--- config.mk ---
export PLATFORM = sky130hd
export DESIGN_NAME = private_key_loader
export DESIGN_NICKNAME = d
export VERILOG_FILES = /design/src/rtl/private_key_pkg.sv /design/src/rtl/private_key_slot.sv /design/src/rtl/private_key_loader.sv
export SDC_FILE = /design/constraint.sdc
export NUM_CORES = 1
export LEC_CHECK = 0
export CORE_ASPECT_RATIO = 1.25
export CORE_MARGIN = 2
export CORE_UTILIZATION = 35
export CTS_BUF_LIST = sky130_fd_sc_hd__clkbuf_16
export CTS_CLUSTER_SIZE = 28
export DETAILED_ROUTE_END_ITERATION = 10
export PLACE_DENSITY = 0.64
export SYNTH_ARGS = -nofsm -noshare
export SYNTH_HDL_FRONTEND = slang
export SYNTH_HIERARCHICAL = 1
export SYNTH_SLANG_ARGS = --single-unit
--- constraint.sdc ---
create_clock -name key_clk -period 12.1 [get_ports key_clk]
set_clock_uncertainty 0.1 [all_clocks]
set_input_delay 2.42 -clock key_clk [delete_from_list [all_inputs] [get_ports key_clk]]
set_output_delay 2.42 -clock key_clk [all_outputs]
set_load 0.03 [all_outputs]
--- src/rtl/private_key_pkg.sv ---
// Shared constants and state type for the private key generator and loader.
package private_key_pkg;

  localparam int KEY_W     = 256;
  localparam int WORD_W    = 32;
  localparam int NUM_WORDS = KEY_W / WORD_W;
  localparam int IDX_W     = $clog2(NUM_WORDS);

  typedef enum logic {
    IDLE = 1'b0,
    SEND = 1'b1
  } key_ld_state_t;

endpackage

--- src/rtl/private_key_slot.sv ---
// Key-wide holding register with load enable and a full flag.
// Load takes priority over clear so a refill on the drain cycle keeps the slot full.
module private_key_slot #(
  parameter int W = 256
) (
  input  logic         clk,
  input  logic         rst,
  input  logic         load,
  input  logic         clear,
  input  logic [W-1:0] d,
  output logic [W-1:0] q,
  output logic         full
);

  logic [W-1:0] data_q, data_d;
  logic         full_q, full_d;

  always_comb begin
    data_d = data_q;
    full_d = full_q;
    if (load) begin
      data_d = d;
      full_d = 1'b1;
    end else if (clear) begin
      full_d = 1'b0;
    end
  end

  always_ff @(posedge clk or posedge rst) begin
    if (rst) begin
      data_q <= '0;
      full_q <= 1'b0;
    end else begin
      data_q <= data_d;
      full_q <= full_d;
    end
  end

  assign q    = data_q;
  assign full = full_q;

endmodule

--- src/rtl/private_key_loader.sv ---
// Streams each 256-bit private key out as 32-bit words, MSW first, over valid/ready.
// A one-deep pending slot holds the next key; overwriting it counts as an overrun.
module private_key_loader
  import private_key_pkg::*;
(
  input  logic              key_clk,
  input  logic              key_reset,
  input  logic [KEY_W-1:0]  private_key,
  input  logic              private_key_valid,
  output logic [WORD_W-1:0] word_data,
  output logic              word_valid,
  input  logic              word_ready,
  output logic              word_last,
  output logic [IDX_W-1:0]  word_index,
  output logic              busy,
  output logic [15:0]       keys_sent,
  output logic [7:0]        overrun_count
);

  key_ld_state_t     state_q, state_d;
  logic [IDX_W-1:0]  idx_q, idx_d;
  logic [KEY_W-1:0]  shadow_q, shadow_d;
  logic [15:0]       keys_sent_q, keys_sent_d;
  logic [7:0]        overrun_q, overrun_d;

  logic              pend_load, pend_clear, pend_full;
  logic [KEY_W-1:0]  pend_key;

  logic              in_send, handshake, last_hs;
  logic [WORD_W-1:0] words [NUM_WORDS];

  private_key_slot #(.W(KEY_W)) u_pend (
    .clk   (key_clk),
    .rst   (key_reset),
    .load  (pend_load),
    .clear (pend_clear),
    .d     (private_key),
    .q     (pend_key),
    .full  (pend_full)
  );

  for (genvar gi = 0; gi < NUM_WORDS; gi++) begin : g_words
    assign words[gi] = shadow_q[KEY_W-1-WORD_W*gi -: WORD_W];
  end

  assign in_send   = (state_q == SEND);
  assign word_valid = in_send;
  assign word_last  = in_send && (idx_q == IDX_W'(NUM_WORDS - 1));
  assign word_index = idx_q;
  assign word_data  = in_send ? words[idx_q] : '0;
  assign busy       = in_send | pend_full;
  assign handshake  = in_send & word_ready;
  assign last_hs    = handshake & word_last;

  assign keys_sent     = keys_sent_q;
  assign overrun_count = overrun_q;

  always_comb begin
    state_d     = state_q;
    idx_d       = idx_q;
    shadow_d    = shadow_q;
    keys_sent_d = keys_sent_q;
    overrun_d   = overrun_q;
    pend_load   = 1'b0;
    pend_clear  = 1'b0;

    unique case (state_q)
      IDLE: begin
        if (private_key_valid) begin
          shadow_d = private_key;
          idx_d    = '0;
          state_d  = SEND;
        end
      end
      SEND: begin
        if (last_hs) begin
          keys_sent_d = keys_sent_q + 16'd1;
          idx_d       = '0;
          if (pend_full) begin
            // Pending key becomes active; a simultaneous new key refills the slot.
            shadow_d   = pend_key;
            pend_clear = 1'b1;
            pend_load  = private_key_valid;
          end else if (private_key_valid) begin
            shadow_d = private_key;
          end else begin
            state_d = IDLE;
          end
        end else begin
          if (handshake) begin
            idx_d = idx_q + IDX_W'(1);
          end
          if (private_key_valid) begin
            pend_load = 1'b1;
            if (pend_full && overrun_q != 8'hFF) begin
              overrun_d = overrun_q + 8'd1;
            end
          end
        end
      end
      default: state_d = IDLE;
    endcase
  end

  always_ff @(posedge key_clk or posedge key_reset) begin
    if (key_reset) begin
      state_q     <= IDLE;
      idx_q       <= '0;
      shadow_q    <= '0;
      keys_sent_q <= '0;
      overrun_q   <= '0;
    end else begin
      state_q     <= state_d;
      idx_q       <= idx_d;
      shadow_q    <= shadow_d;
      keys_sent_q <= keys_sent_d;
      overrun_q   <= overrun_d;
    end
  end

endmodule

==> results.md <==
- Status: complete, no violations
- Grt total ovfl: 0
- Routed via count: 17643
- CP top delay family: buffers and inverters
- Antenna violations before repair: 16
- Pleak: 0.01258 uW
- CTS Root Cell: clkbuf_16
- Setup TNS: 0 ns
- Hold Path Stages: 1
- R2r worst-path depth: 8
- Unrepaired setup endpoints after global routing: no
- Post-route ant nets: 0
- Crit share post-route: 56.05%
- H-tree depth: 2
- Hold path start: keys_sent[15]
- DRC violations left: 0
- Worst vdd ir: 143.1 uV
- Area Overhead vs Synth: 21.78%
- Pwr Density: 241.2 nW/um^2
- Post-synth ARST share: 100.0%
- Arrival time worst endpoint: 4.26 ns
- Resized cells post-CTS: 0
- Crit Path Category: flop to output port
- Core Util, Final: 42.82%
- Clock power share: 23.7%
- Area of the core: 70370 um^2
- Io pins: 322
- GRT Overall Usage: 21.92%
- Number of port buffers: 321
- Row count: 109
- Die area: 72850 um^2
- WP depth: 5
- Switching Fraction: 37.92%
- Ys flop type: dfrtp_1
- CTS buffer count: 56
- Critical Path RT: 9.58 ns
- Hpwl dp: 55210 um
- Cell variety after synth: 43
- Initial DRC Count: 1325
- Die Wd: 241.8 um
- Most used standard cell by instance count after synthesis: dfrtp_1
- FF-to-FF End: shadow_q[77]
- Fin Hold WS: 0.3703 ns
- Power share of the sequential group: 39.0%
- Hold-fix buffers, CTS: 0
- HP Class: flop to flop
- Die H: 301.3 um
- Vias in the first global route: 18276
- Cell Area, Synth: 24740 um^2
- Mean Syn Cell Area: 12.33 um^2
- Bufs on Longest Clock Path: 3
- Gpl congestion: 0.8416
- Syn Nets: 2271
- EDFF count, synth: 0
- Actual slew at the worst max-slew pin: 1.324 ns
- Layout cells sized above 1: 18.95%
- Top cell types by occurrence after synthesis: dfrtp_1 (541), o22ai_1 (289), nor2_1 (267)
- Slowest cell on the critical path: dfrtp_4
- Crit path cell chain: buf_4 > mux4_2 > o22ai_1 > a211oi_1 > clkdlybuf4s50_1
- Synth top area share: 54.71%
- Crit path launch type: flop
- Clk_lat worst skew: 0.60 ns
- First-pass GRT wire length: 121700 um
- Period minus WS final: 6.781 ns
- WP buf/inv: 2
- Seq cells post-synth: 541
- Drt wl/cell: 25.10 um
- Rel. slew slack: 11.71%
- FF-to-FF Start: word_index[2]
- Delay of the slowest critical-path stage: 0.98 ns
- Top fanout value on the critical path: 55
- Int Pwr: 4511 uW
- Top area cells in the synthesized netlist: dfrtp_1 (55%), mux2_4 (14%), o22ai_1 (7.3%)
- Worst Setup End Kind: output port
- TritonCTS clock tree: yes
- Largest net degree at the start of global routing: 236
- Drt via density: 5.462
- Clock sink count: 541
- TritonRoute pass-1 iters: 7
- Hold Path Sink: keys_sent[15]
- Final Hold Fails: 0
- Max Freq: 147.5 MHz
- Max Cap Viol: 0
- Final Setup Violations: 0
- Routed Wire Length: 81070 um
- FF-to-FF setup slack: 6.95 ns
- Sequential share of the synthesized area: 54.71%
- Synth area leader: dfrtp_1
- Cell count after synthesis: 2007
- Final Slew Violations: 0
- Comb power frac: 37.3%
- Clock Pin Slew Worst Setup and Hold Paths: 0.06 ns
- P_sw: 2756 uW
- Post-CTS Setup Bufs: 0
- Synthesis Warnings: 6
- Starting density of the core: 35.16%
- Net count, final: 2496
-- metal layers --
metal | wire, um | track usage [%] | vias up
met4 | 3039 | 8.671 | 14
met2 | 39100 | 35.63 | 473
met5 | 100 | 0 | -
li1 | - | - | 7828
met1 | 35050 | 29.22 | 9201
met3 | 3785 | 3.862 | 127
-- placed cells by master (no fill, tap or decap), types with 2 or more instances in the layout --
cell             instances
clkinv_1                18
nor3_1                   2
buf_4                   17
or2_2                    2
mux2_4                 229
inv_6                    2
clkdlybuf4s50_1        321
inv_1                   17
nand2_1                 13
xor2_1                   7
dfrtp_4                  2
and2_1                   2
xnor2_1                 12
clkinv_2                 5
clkbuf_16               57
nand4_1                  7
and3_1                   3
buf_12                   3
diode_2                 12
dfrtp_1                539
bufinv_16                6
a211oi_1                33
a21oi_1                259
mux2i_1                 33
mux2_2                  62
mux4_2                  32
o22ai_1                289
a22o_1                   2
inv_8                    2
nand3_1                 10
nor2_1                 267
ha_1                     4
-- how the worst max path moves through the flow --
stage / from / to
2_1_floorplan: key_reset / keys_sent[0]
3_3_place_gp: word_index[2] / word_data[29]
3_5_place_dp: word_index[2] / word_data[29]
4_1_cts: word_index[2] / word_data[29]
5_1_grt: word_index[2] / word_data[29]
6_report: word_index[2] / word_data[29]
-- stage by stage --
| step | std cells | total power [uW] | cell area [um^2] | setup WS, ns |
|---|---|---|---|---|
| 3_3_place_gp | 3117 | 5525 | 28330 | 6.009 |
| 2_1_floorplan | 2007 | 4371 | 24740 | 1.744 |
| 3_5_place_dp | 3117 | 5570 | 28330 | 5.981 |
| 6_report | 3230 | 7267 | 30130 | 5.319 |
| 5_1_grt | 3227 | 7607 | 30130 | 5.250 |
| 4_1_cts | 3218 | 7318 | 30100 | 5.327 |
-- layout make-up --
class / count / area, um^2
well taps: 943 / 1180
inverters: 8 / 45.04
fillers: 6551 / 40240
diodes: 12 / 30.03
clock inverters: 44 / 347.8
flip-flops and latches: 541 / 13550
clock buffers: 57 / 1426
multi-input cells: 1284 / 10160
repair buffers: 341 / 3401
-- cell families after synthesis --
| logic type | Yosys count | share of synthesized area [%] |
|---|---|---|
| AO/OA/AOI/OAI | 589 | 13.81 |
| AND/OR/NAND/NOR | 315 | 5.158 |
| multiplexers | 357 | 21.01 |
| buffers and inverters | 182 | 4.435 |
| adder cells (fa/ha/maj) | 4 | 0.2023 |
| flip-flops | 541 | 54.71 |
| XOR/XNOR | 19 | 0.6725 |
-- registers in the layout, indices dropped and copies added, names as in the netlist --
name and count:
shadow_q 256, word_index 3, u_pend/full 1, overrun_count 8, word_valid 1, keys_sent 16
u_pend/q 256
-- power by group through the flow --
stage / registers [uW] / clock network, uW / logic (uW)
after floorplan: 2640 / 0 / 1730
after global placement: 2840 / 0 / 2690
after detailed placement: 2850 / 0 / 2720
after CTS: 2820 / 1760 / 2740
after global routing: 2890 / 1840 / 2880
final: 2830 / 1720 / 2710
(Power assumes the default switching activity.)
